===== config.mk =====
export PLATFORM = sky130hd
export DESIGN_NAME = axis_pkt_master_flat
export DESIGN_NICKNAME = d
export VERILOG_FILES = /design/src/rtl/axis_pkg.sv /design/src/rtl/axis_pkt_master_if.sv /design/src/rtl/axis_reg_slice.sv /design/src/rtl/axis_pkt_master.sv /design/src/flat_wrapper.sv
export SDC_FILE = /design/constraint.sdc
export NUM_CORES = 1
export LEC_CHECK = 0
export BUFFER_PORTS_ARGS = -buffer_cell sky130_fd_sc_hd__buf_2
export CAP_MARGIN = 5
export CELL_PAD_IN_SITES_DETAIL_PLACEMENT = 1
export CELL_PAD_IN_SITES_GLOBAL_PLACEMENT = 1
export CORE_MARGIN = 3
export CORE_UTILIZATION = 40
export CTS_CLUSTER_SIZE = 40
export DETAILED_ROUTE_END_ITERATION = 10
export PLACE_DENSITY = 0.8
export SYNTH_ARGS = -nofsm -noshare
export SYNTH_HDL_FRONTEND = slang
export SYNTH_HIERARCHICAL = 1
export SYNTH_SLANG_ARGS = --single-unit

===== constraint.sdc =====
create_clock -name m_axis_aclk -period 4.6 [get_ports m_axis_aclk]
set_clock_uncertainty 0.05 [all_clocks]
set_input_delay 0.92 -clock m_axis_aclk [delete_from_list [all_inputs] [get_ports m_axis_aclk]]
set_output_delay 0.92 -clock m_axis_aclk [all_outputs]
set_load 0.02 [all_outputs]

===== src/rtl/axis_pkg.sv =====
// Shared AXI-Stream definitions: packet-engine state encoding and default widths.
package axis_pkg;

  localparam int AXIS_DATA_W = 8;
  localparam int AXIS_LEN_W  = 8;

  typedef enum logic [1:0] {
    IDLE  = 2'd0,
    SEND  = 2'd1,
    DRAIN = 2'd2
  } axis_state_e;

endpackage


===== src/rtl/axis_pkt_master_if.sv =====
// AXI-Stream beat bundle (payload, valid, last, ready) with master/slave views.
interface axis_pkt_master_if
  import axis_pkg::*;
#(
  parameter int DATA_W = AXIS_DATA_W
);

  logic [DATA_W-1:0] tdata;
  logic              tvalid;
  logic              tlast;
  logic              tready;

  modport master (output tdata, output tvalid, output tlast, input tready);
  modport slave  (input tdata, input tvalid, input tlast, output tready);

endinterface


===== src/rtl/axis_reg_slice.sv =====
// Two-entry skid buffer: every output is a flop, and s_ready depends only on
// whether the skid entry is occupied, so downstream ready never reaches upstream.
module axis_reg_slice #(
  parameter int DATA_W = 9
) (
  input  logic              clk,
  input  logic              rst,
  input  logic [DATA_W-1:0] s_data,
  input  logic              s_valid,
  output logic              s_ready,
  output logic [DATA_W-1:0] m_data,
  output logic              m_valid,
  input  logic              m_ready
);

  logic [DATA_W-1:0] out_data_p1;
  logic              vld_p1;
  logic [DATA_W-1:0] skid_data_p0;
  logic              skid_free_p0;
  logic              s_fire;
  logic              m_free;

  assign s_fire  = s_valid && skid_free_p0;
  assign m_free  = !vld_p1 || m_ready;
  assign s_ready = skid_free_p0;
  assign m_data  = out_data_p1;
  assign m_valid = vld_p1;

  // output stage: refill from skid first so beat order is preserved
  always_ff @(posedge clk) begin
    if (rst) begin
      vld_p1       <= 1'b0;
      skid_free_p0 <= 1'b1;
      out_data_p1  <= '0;
    end else if (m_free) begin
      if (!skid_free_p0) begin
        out_data_p1  <= skid_data_p0;
        vld_p1       <= 1'b1;
        skid_free_p0 <= 1'b1;
      end else begin
        vld_p1 <= s_fire;
        if (s_fire) out_data_p1 <= s_data;
      end
    end else if (s_fire) begin
      skid_free_p0 <= 1'b0;
    end
  end

  // skid stage: catches the beat that was in flight when the output stalled
  always_ff @(posedge clk) begin
    if (!m_free && s_fire) skid_data_p0 <= s_data;
  end

endmodule


===== src/rtl/axis_pkt_master.sv =====
// Packet master: FSM, issue counter, pattern generator and source mux feeding
// a registered skid slice that drives the AXI-Stream output.
module axis_pkt_master
  import axis_pkg::*;
#(
  parameter int DATA_W = AXIS_DATA_W,
  parameter int LEN_W  = AXIS_LEN_W
) (
  input  logic              m_axis_aclk,
  input  logic              m_axis_arst,
  input  logic              start,
  input  logic [LEN_W-1:0]  pkt_len,
  input  logic              pattern_mode,
  input  logic [DATA_W-1:0] data_in,
  input  logic              in_valid,
  output logic              in_ready,
  axis_pkt_master_if.master m_axis,
  output logic              busy,
  output logic              pkt_done,
  output logic              len_err
);

  axis_state_e       state_q, state_d;
  logic [LEN_W-1:0]  len_p0;
  logic [LEN_W-1:0]  cnt_p0;
  logic              mode_p0;
  logic [DATA_W-1:0] pat_p0;
  logic              done_q;
  logic              err_q;

  logic              slice_rdy;
  logic              vld_p0;
  logic              last_p0;
  logic [DATA_W-1:0] beat_p0;
  logic              accept;
  logic              last_hs;
  logic [DATA_W:0]   slice_out;

  assign accept  = (state_q == IDLE) && start && (pkt_len != '0);
  assign last_hs = m_axis.tvalid && m_axis.tready && m_axis.tlast;

  always_comb begin
    state_d = state_q;
    vld_p0  = 1'b0;
    beat_p0 = pat_p0;
    last_p0 = (cnt_p0 == (len_p0 - LEN_W'(1)));
    unique case (state_q)
      IDLE: begin
        if (accept) state_d = SEND;
      end
      SEND: begin
        vld_p0  = (mode_p0 || in_valid) && slice_rdy;
        beat_p0 = mode_p0 ? pat_p0 : data_in;
        if (vld_p0 && last_p0) state_d = DRAIN;
      end
      DRAIN: begin
        if (last_hs) state_d = IDLE;
      end
      default: state_d = IDLE;
    endcase
  end

  // control registers
  always_ff @(posedge m_axis_aclk) begin
    if (m_axis_arst) begin
      state_q <= IDLE;
      done_q  <= 1'b0;
      err_q   <= 1'b0;
      cnt_p0  <= '0;
    end else begin
      state_q <= state_d;
      done_q  <= (state_q == DRAIN) && last_hs;
      err_q   <= (state_q == IDLE) && start && (pkt_len == '0);
      if (accept)      cnt_p0 <= '0;
      else if (vld_p0) cnt_p0 <= cnt_p0 + LEN_W'(1);
    end
  end

  // packet parameters and pattern generator (wraps modulo 2^DATA_W)
  always_ff @(posedge m_axis_aclk) begin
    if (accept) begin
      len_p0  <= pkt_len;
      mode_p0 <= pattern_mode;
      pat_p0  <= data_in;
    end else if (vld_p0) begin
      pat_p0  <= pat_p0 + DATA_W'(1);
    end
  end

  axis_reg_slice #(
    .DATA_W (DATA_W + 1)
  ) u_slice (
    .clk     (m_axis_aclk),
    .rst     (m_axis_arst),
    .s_data  ({last_p0, beat_p0}),
    .s_valid (vld_p0),
    .s_ready (slice_rdy),
    .m_data  (slice_out),
    .m_valid (m_axis.tvalid),
    .m_ready (m_axis.tready)
  );

  assign m_axis.tdata = slice_out[DATA_W-1:0];
  assign m_axis.tlast = slice_out[DATA_W];

  assign in_ready = (state_q == SEND) && !mode_p0 && slice_rdy;
  assign busy     = (state_q != IDLE);
  assign pkt_done = done_q;
  assign len_err  = err_q;

endmodule


===== src/flat_wrapper.sv =====
// flat-port wrapper written by rule: the top's interface ports become plain ports
module axis_pkt_master_flat import axis_pkg::*;
#(
  parameter int DATA_W = AXIS_DATA_W,
  parameter int LEN_W  = AXIS_LEN_W
)
  (m_axis_aclk, m_axis_arst, start, pkt_len, pattern_mode, data_in, in_valid, in_ready, busy, pkt_done, len_err, m_axis_tdata, m_axis_tvalid, m_axis_tlast, m_axis_tready);
  axis_pkt_master_if #(.DATA_W(DATA_W)) m_axis_i ();
  input  logic m_axis_aclk;
  input  logic m_axis_arst;
  input  logic start;
  input  logic [LEN_W-1:0] pkt_len;
  input  logic pattern_mode;
  input  logic [DATA_W-1:0] data_in;
  input  logic in_valid;
  output logic in_ready;
  output logic busy;
  output logic pkt_done;
  output logic len_err;
  output wire logic [$bits(m_axis_i.tdata)-1:0] m_axis_tdata;
  output wire logic [$bits(m_axis_i.tvalid)-1:0] m_axis_tvalid;
  output wire logic [$bits(m_axis_i.tlast)-1:0] m_axis_tlast;
  input wire logic [$bits(m_axis_i.tready)-1:0] m_axis_tready;
  assign m_axis_tdata = m_axis_i.tdata;
  assign m_axis_tvalid = m_axis_i.tvalid;
  assign m_axis_tlast = m_axis_i.tlast;
  assign m_axis_i.tready = m_axis_tready;
  axis_pkt_master #(.DATA_W(DATA_W), .LEN_W(LEN_W)) u_core (.m_axis_aclk(m_axis_aclk), .m_axis_arst(m_axis_arst), .start(start), .pkt_len(pkt_len), .pattern_mode(pattern_mode), .data_in(data_in), .in_valid(in_valid), .in_ready(in_ready), .m_axis(m_axis_i), .busy(busy), .pkt_done(pkt_done), .len_err(len_err));
endmodule

# Word level (Yosys, flattened, before mapping)

Index checks and enable logic that the tools add are counted.
Widths: inputs -> output; s select.

Register bits: 49
Input bits: 22
Output and inout bits: 14
Word-level logic and storage cells: 59

$add $sub $neg: 3
Equality and inequality tests: 7
Muxes and demuxes: 12
Reduce and logical (&&, ||, !) cells: 26

Operator list:

| operator            | number |
|---|---|
| $mux 8              | 4 |
| $mux 9              | 2 |
| $add 8x1->8 const B | 2 |
| $logic_and 1x1->1   | 12 |
| $eq 8x8->1          | 1 |
| $logic_not 8->1     | 1 |
| $ne 2x1->1 const B  | 4 |
| $reduce_bool 8->1   | 1 |
| $sub 8x1->8 const B | 1 |
| $mux 2              | 3 |
| $pmux 2 s3          | 1 |
| $reduce_bool 2->1   | 2 |
| $reduce_or 2->1     | 2 |
| $logic_not 1->1     | 3 |
| $reduce_and 3->1    | 1 |
| $eq 2x1->1 const B  | 1 |
| $eq 2x2->1 const B  | 1 |
| $logic_not 2->1     | 1 |
| $logic_or 1x1->1    | 2 |
| $mux 1              | 2 |
| $reduce_and 2->1    | 1 |

# Depth between registers and ports, before layout

Depth in word-level cells: 6
Depth in mapped cells: 10

# By module

The synthesis kept the hierarchy.

By module, submodules not included:

| module          | instances | cells each | area each (µm²) | seq. area each (µm²) |
|---|---|---|---|---|
| axis_pkt_master | 1         | 161        | 1,620.3         | 750.7 |
| axis_reg_slice  | 1         | 60         | 832.0           | 490.5 |

# Worst setup path before layout

OpenSTA, ideal clock, no wires.

Path type: input to register
Start point: input port in_valid
End point: register u_core.u_slice.skid_data_p0[0], enable pin
Setup time: 374 ps
Arrival: 1,896 ps
Data required time: 4,176 ps
Setup slack: 2,280 ps
Cell stages on the path: 4
Path buffers: 0
Cells stage by stage: o211ai_1 > nor2_1 > nand2_1 > nor2_1

Cells in the longest elaborated chain, start to end: 5

Ends and longest elaborated chain:

| element                 | line                  | text |
|---|---|---|
| from (decl)             | flat_wrapper.sv:15    | `input logic in_valid;` |
| $logic_or 1x1->1        | axis_pkt_master.sv:52 | `vld_p0 = (mode_p0 \|\| in_valid) && slice_rdy;` |
| $logic_and 1x1->1       | axis_pkt_master.sv:52 |  |
| $mux 1                  | axis_pkt_master.sv:47 | `unique case (state_q)` |
| named net u_core.vld_p0 | axis_pkt_master.sv:32 | `logic vld_p0;` |
| $logic_and 1x1->1       | axis_reg_slice.sv:23  | `assign s_fire = s_valid && skid_free_p0;` |
| $logic_and 1x1->1       | axis_reg_slice.sv:51  | `if (!m_free && s_fire) skid_data_p0 <= s_data;` |
| to (signal assigned)    | axis_reg_slice.sv:51  |  |
| to (decl)               | axis_reg_slice.sv:18  | `logic [DATA_W-1:0] skid_data_p0;` |

The timed path passes the listed nets, and every way through them passes these cells.
A chain may end at the register's enable or synchronous reset.

# Worst setup path after layout

Start point: register u_core.u_slice.skid_free_p0 (netlist: u_core/u_slice/s_ready)
End point: register u_core.u_slice.skid_data_p0[2], enable pin

Cells in the longest elaborated chain, start to end: 4

Ends and longest elaborated chain:

| element                 | line                  | text |
|---|---|---|
| from (decl)             | axis_reg_slice.sv:19  | `logic skid_free_p0;` |
| from (signal assigned)  | axis_reg_slice.sv:33  | `skid_free_p0 <= 1'b1;` |
| from (signal assigned)  | axis_reg_slice.sv:39  | `skid_free_p0 <= 1'b1;` |
| from (signal assigned)  | axis_reg_slice.sv:45  | `skid_free_p0 <= 1'b0;` |
| $logic_and 1x1->1       | axis_pkt_master.sv:52 |  |
| $mux 1                  | axis_pkt_master.sv:47 |  |
| named net u_core.vld_p0 | axis_pkt_master.sv:32 |  |
| $logic_and 1x1->1       | axis_reg_slice.sv:23  |  |
| $logic_and 1x1->1       | axis_reg_slice.sv:51  |  |

The timed path passes the listed nets, and every way through them passes these cells.

==> impl_metrics.ini <==
[status]
status = completed

[cts]
clockBufferDepth = 2
cts_sinks = 49
worstSkewPairLatency_ns = 0.30
clock_tree_from_tritoncts = built
clk_pin_slew_worst_paths_ns = 0.09
cts_hold_buffers = 0
clk_root_buffer_cell = sky130_fd_sc_hd__clkbuf_8
cts_post_setup_buffers_inserted = 0
clock_tree.htree_level_count = 2
cells_resized_by_post_cts_repair = 0
tritoncts.num_buffers = 5

[die]
pin_count = 36
row_count = 27
floorplan.die.height_um = 84.3
core_area_um2 = 5710
fp.dieArea_um2 = 7110
initial_utilization = 0.430
dieWidth_um = 84.3

[power_and_ir_drop]
worst_ir_drop_vdd_mv = 0.151
power.leakage_nw = 1.08
pwrdens_nw_per_um2 = 331
p_total_mw = 0.910

[timing]
worst-slew-pin-transition_ns = 0.753
fin_worst_hold_slack_ns = 0.465
max_freq_ghz = 0.365
max-slew-margin-rel = 0.496
period_utilisation_layout = 0.596
setup_repair_after_global_routing_missed_its_margin = false
setup_violations = 0
post-route-min-period_ns = 2.74
hold_viol_final = 0
timing.setup.tns_ns = 0
final_max_slew_viol_count = 0

[logic_synthesis]
ys_dominant_reg_cell = sky130_fd_sc_hd__edfxtp_1
synth.mux.area_fraction = 0.0821
ys_warns = 6
synth_simple_gate_area_frac = 0.166
synth.avg_cell_area_um2 = 11.1
synth-compound-area-share = 0.120
synth_top_family_by_area = simple AND/OR/NAND/NOR gates
synth_xor_xnor_area_share = 0.0786
postSynth.asyncResetShare = 0
synth-edff-count = 26
synth_adder_area_share = 0.0153
post_synthesis_instance_area_um2 = 2450
syn-instance-count = 221
mappedNetlistNets = 246
synth_seq_cells = 49
yosys.cell_types.count = 45
seq_area_frac_synth = 0.506

[setup_path]
slowest_stage = sky130_fd_sc_hd__dfxtp_1
worst-endpoint-arrival_ns = 2.63
crit_top_cell = sky130_fd_sc_hd__nor2_1
worst_r2r_startpoint = u_core/u_slice/s_ready$_SDFFE_PP1P_
sequence_of_cells_on_the_critical_path = o211ai_1, nor2_1, nand2_1, nor2_1
worst_path_largest_cell_delay_ns = 0.80
critical_path_class = flip-flop to flip-flop
largest_fanout_of_any_net_on_the_critical_path = 14
endpoint_kind = flip-flop
nature_of_the_critical_path_startpoint = flip-flop
worstSetupStartpoint = u_core/u_slice/s_ready$_SDFFE_PP1P_
timing.critical_path.required_ns = 4.49

[hold_path]
hold_path.startpoint = u_core/u_slice/m_data[8]$_SDFFE_PP0P_
hold_class = flip-flop to flip-flop

[final_layout]
fin_nets = 279
final_common_cell = sky130_fd_sc_hd__buf_2
antenna_cells = 0
mostFrequentLayoutCells = sky130_fd_sc_hd__buf_2 (35), sky130_fd_sc_hd__edfxtp_1 (26), sky130_fd_sc_hd__dfxtp_1 (23)
areaGrowthSynthToFinish_pct = 12.1
finish.cell_count_without_fillers = 327
layout.filler_cells = 647
share_of_post_route_cells_with_drive_strength_above_1 = 0.275

[global_route]
number_of_global_route_vias_before_repair = 1890
global_route.overflow_total = 0
global_route_wire_length_before_repair_um = 9010
largest_net_degree_at_the_start_of_global_routing = 26
grt_antenna_before_repair = 0
global_route.usage.total = 0.158

[drt]
drt_drc_violations_left = 0
antenna_viol_nets_final = 0
routed_via_density = 5.43
avgRoutedWirePerCell_um = 16.3
drt-initial-drc-count = 86
wirelength_um = 5330
vias_after_detailed_routing = 1774
detailedRoute.firstPassIterationCount = 4

[place]
port-buffer-count = 35
finalWeightedCongestion = 0.757
dp.final_hpwl_um = 4040
numPlacedInstances = 319

[run]
timing.max_cap.violations = 0
-- path summary, 6_finish.rpt --
path	endpoint	slack, ns	cells past startpoint
min	u_core/pkt_done$_SDFF_PP0_	0.46	2
min reg2reg	u_core/pkt_done$_SDFF_PP0_	0.46	2
max	u_core/u_slice/skid_data_p0[2]$_DFFE_PP_	1.86	4
max reg2reg	u_core/u_slice/skid_data_p0[2]$_DFFE_PP_	1.86	4
-- final cells by class --
cell class	instances	area (um2)	area share
Timing Repair Buffer	36	183	0.0664
Sequential cell	49	1240	0.451
Clock inverter	3	16.3	0.00591
Tap cell	72	90.1	0.0328
Inverter	4	15.0	0.00546
Multi-Input combinational cell	158	1140	0.413
Clock buffer	5	68.8	0.0250
-- routing by layer --
metal  global-route usage  vias to the layer above  part of all wire
li1                     -                      868                 -
met1                0.185                      867              0.43
met2                0.290                       27              0.53
met3               0.0275                       12             0.027
met4               0.0512                        0             0.021
met5                    0                        -                 0
-- stage by stage --
step	worst slack, ns	util	cell area (um2)
after global placement	1.89	0.467	2670
after detailed placement	1.80	0.467	2670
after floorplan	2.28	-	2450
after CTS	1.82	0.482	2750
final	1.86	0.482	2750
after global routing	1.57	0.482	2750
-- kinds of logic after synthesis --
kind of cell	Yosys count
XOR/XNOR	22
AO/OA/AOI/OAI	41
flip-flops	49
multiplexers	19
buffers and inverters	14
adder cells (fa/ha/maj)	3
AND/OR/NAND/NOR	73
-- Yosys cell counts (2+ instances only) --
| cell | instances | share of area |
|---|---|---|
| sky130_fd_sc_hd__nor3_1 | 4 | 0.0082 |
| sky130_fd_sc_hd__mux2i_1 | 10 | 0.041 |
| sky130_fd_sc_hd__edfxtp_1 | 26 | 0.32 |
| sky130_fd_sc_hd__a211oi_2 | 9 | 0.046 |
| sky130_fd_sc_hd__or4_1 | 2 | 0.0061 |
| sky130_fd_sc_hd__o21ai_0 | 7 | 0.014 |
| sky130_fd_sc_hd__clkbuf_1 | 6 | 0.0092 |
| sky130_fd_sc_hd__nand2_1 | 16 | 0.024 |
| sky130_fd_sc_hd__xor2_1 | 12 | 0.043 |
| sky130_fd_sc_hd__and3_1 | 2 | 0.0051 |
| sky130_fd_sc_hd__nor4_1 | 5 | 0.013 |
| sky130_fd_sc_hd__nand4_1 | 2 | 0.0051 |
| sky130_fd_sc_hd__buf_6 | 3 | 0.014 |
| sky130_fd_sc_hd__or2_2 | 2 | 0.0051 |
| sky130_fd_sc_hd__nand3_1 | 8 | 0.016 |
| sky130_fd_sc_hd__nor2_1 | 13 | 0.020 |
| sky130_fd_sc_hd__xnor2_1 | 10 | 0.036 |
| sky130_fd_sc_hd__dfxtp_1 | 23 | 0.19 |
| sky130_fd_sc_hd__ha_1 | 3 | 0.015 |
| sky130_fd_sc_hd__a21oi_1 | 15 | 0.031 |
| sky130_fd_sc_hd__inv_1 | 4 | 0.0061 |
| sky130_fd_sc_hd__or3_1 | 3 | 0.0077 |
| sky130_fd_sc_hd__nor2b_1 | 5 | 0.013 |
| sky130_fd_sc_hd__mux2_2 | 9 | 0.041 |
| sky130_fd_sc_hd__o21ai_1 | 2 | 0.0041 |
-- where the power goes --
group,internal (mW),switching [mW],leakage (nW)
registers,0.493,0.0228,0.436
clock network,0.106,0.143,0.0482
logic,0.0627,0.0822,0.592
-- state kept, by name, indices dropped and copies added (netlist names) --
| signal | cells |
|---|---|
| u_core/state_q | 2 |
| u_core/u_slice/m_valid | 1 |
| u_core/cnt_p0 | 8 |
| u_core/len_err | 1 |
| u_core/pat_p0 | 8 |
| u_core/u_slice/skid_data_p0 | 9 |
| u_core/u_slice/s_ready | 1 |
| u_core/mode_p0 | 1 |
| u_core/pkt_done | 1 |
| u_core/len_p0 | 8 |
| u_core/u_slice/m_data | 9 |
-- critical path, delay by kind of cell (launching register included) --
family | cells | cell delay, ns
AO/OA/AOI/OAI | 1 | 0.29
flip-flops | 1 | 0.80
AND/OR/NAND/NOR | 3 | 1.23
(Power assumes the default switching activity.)
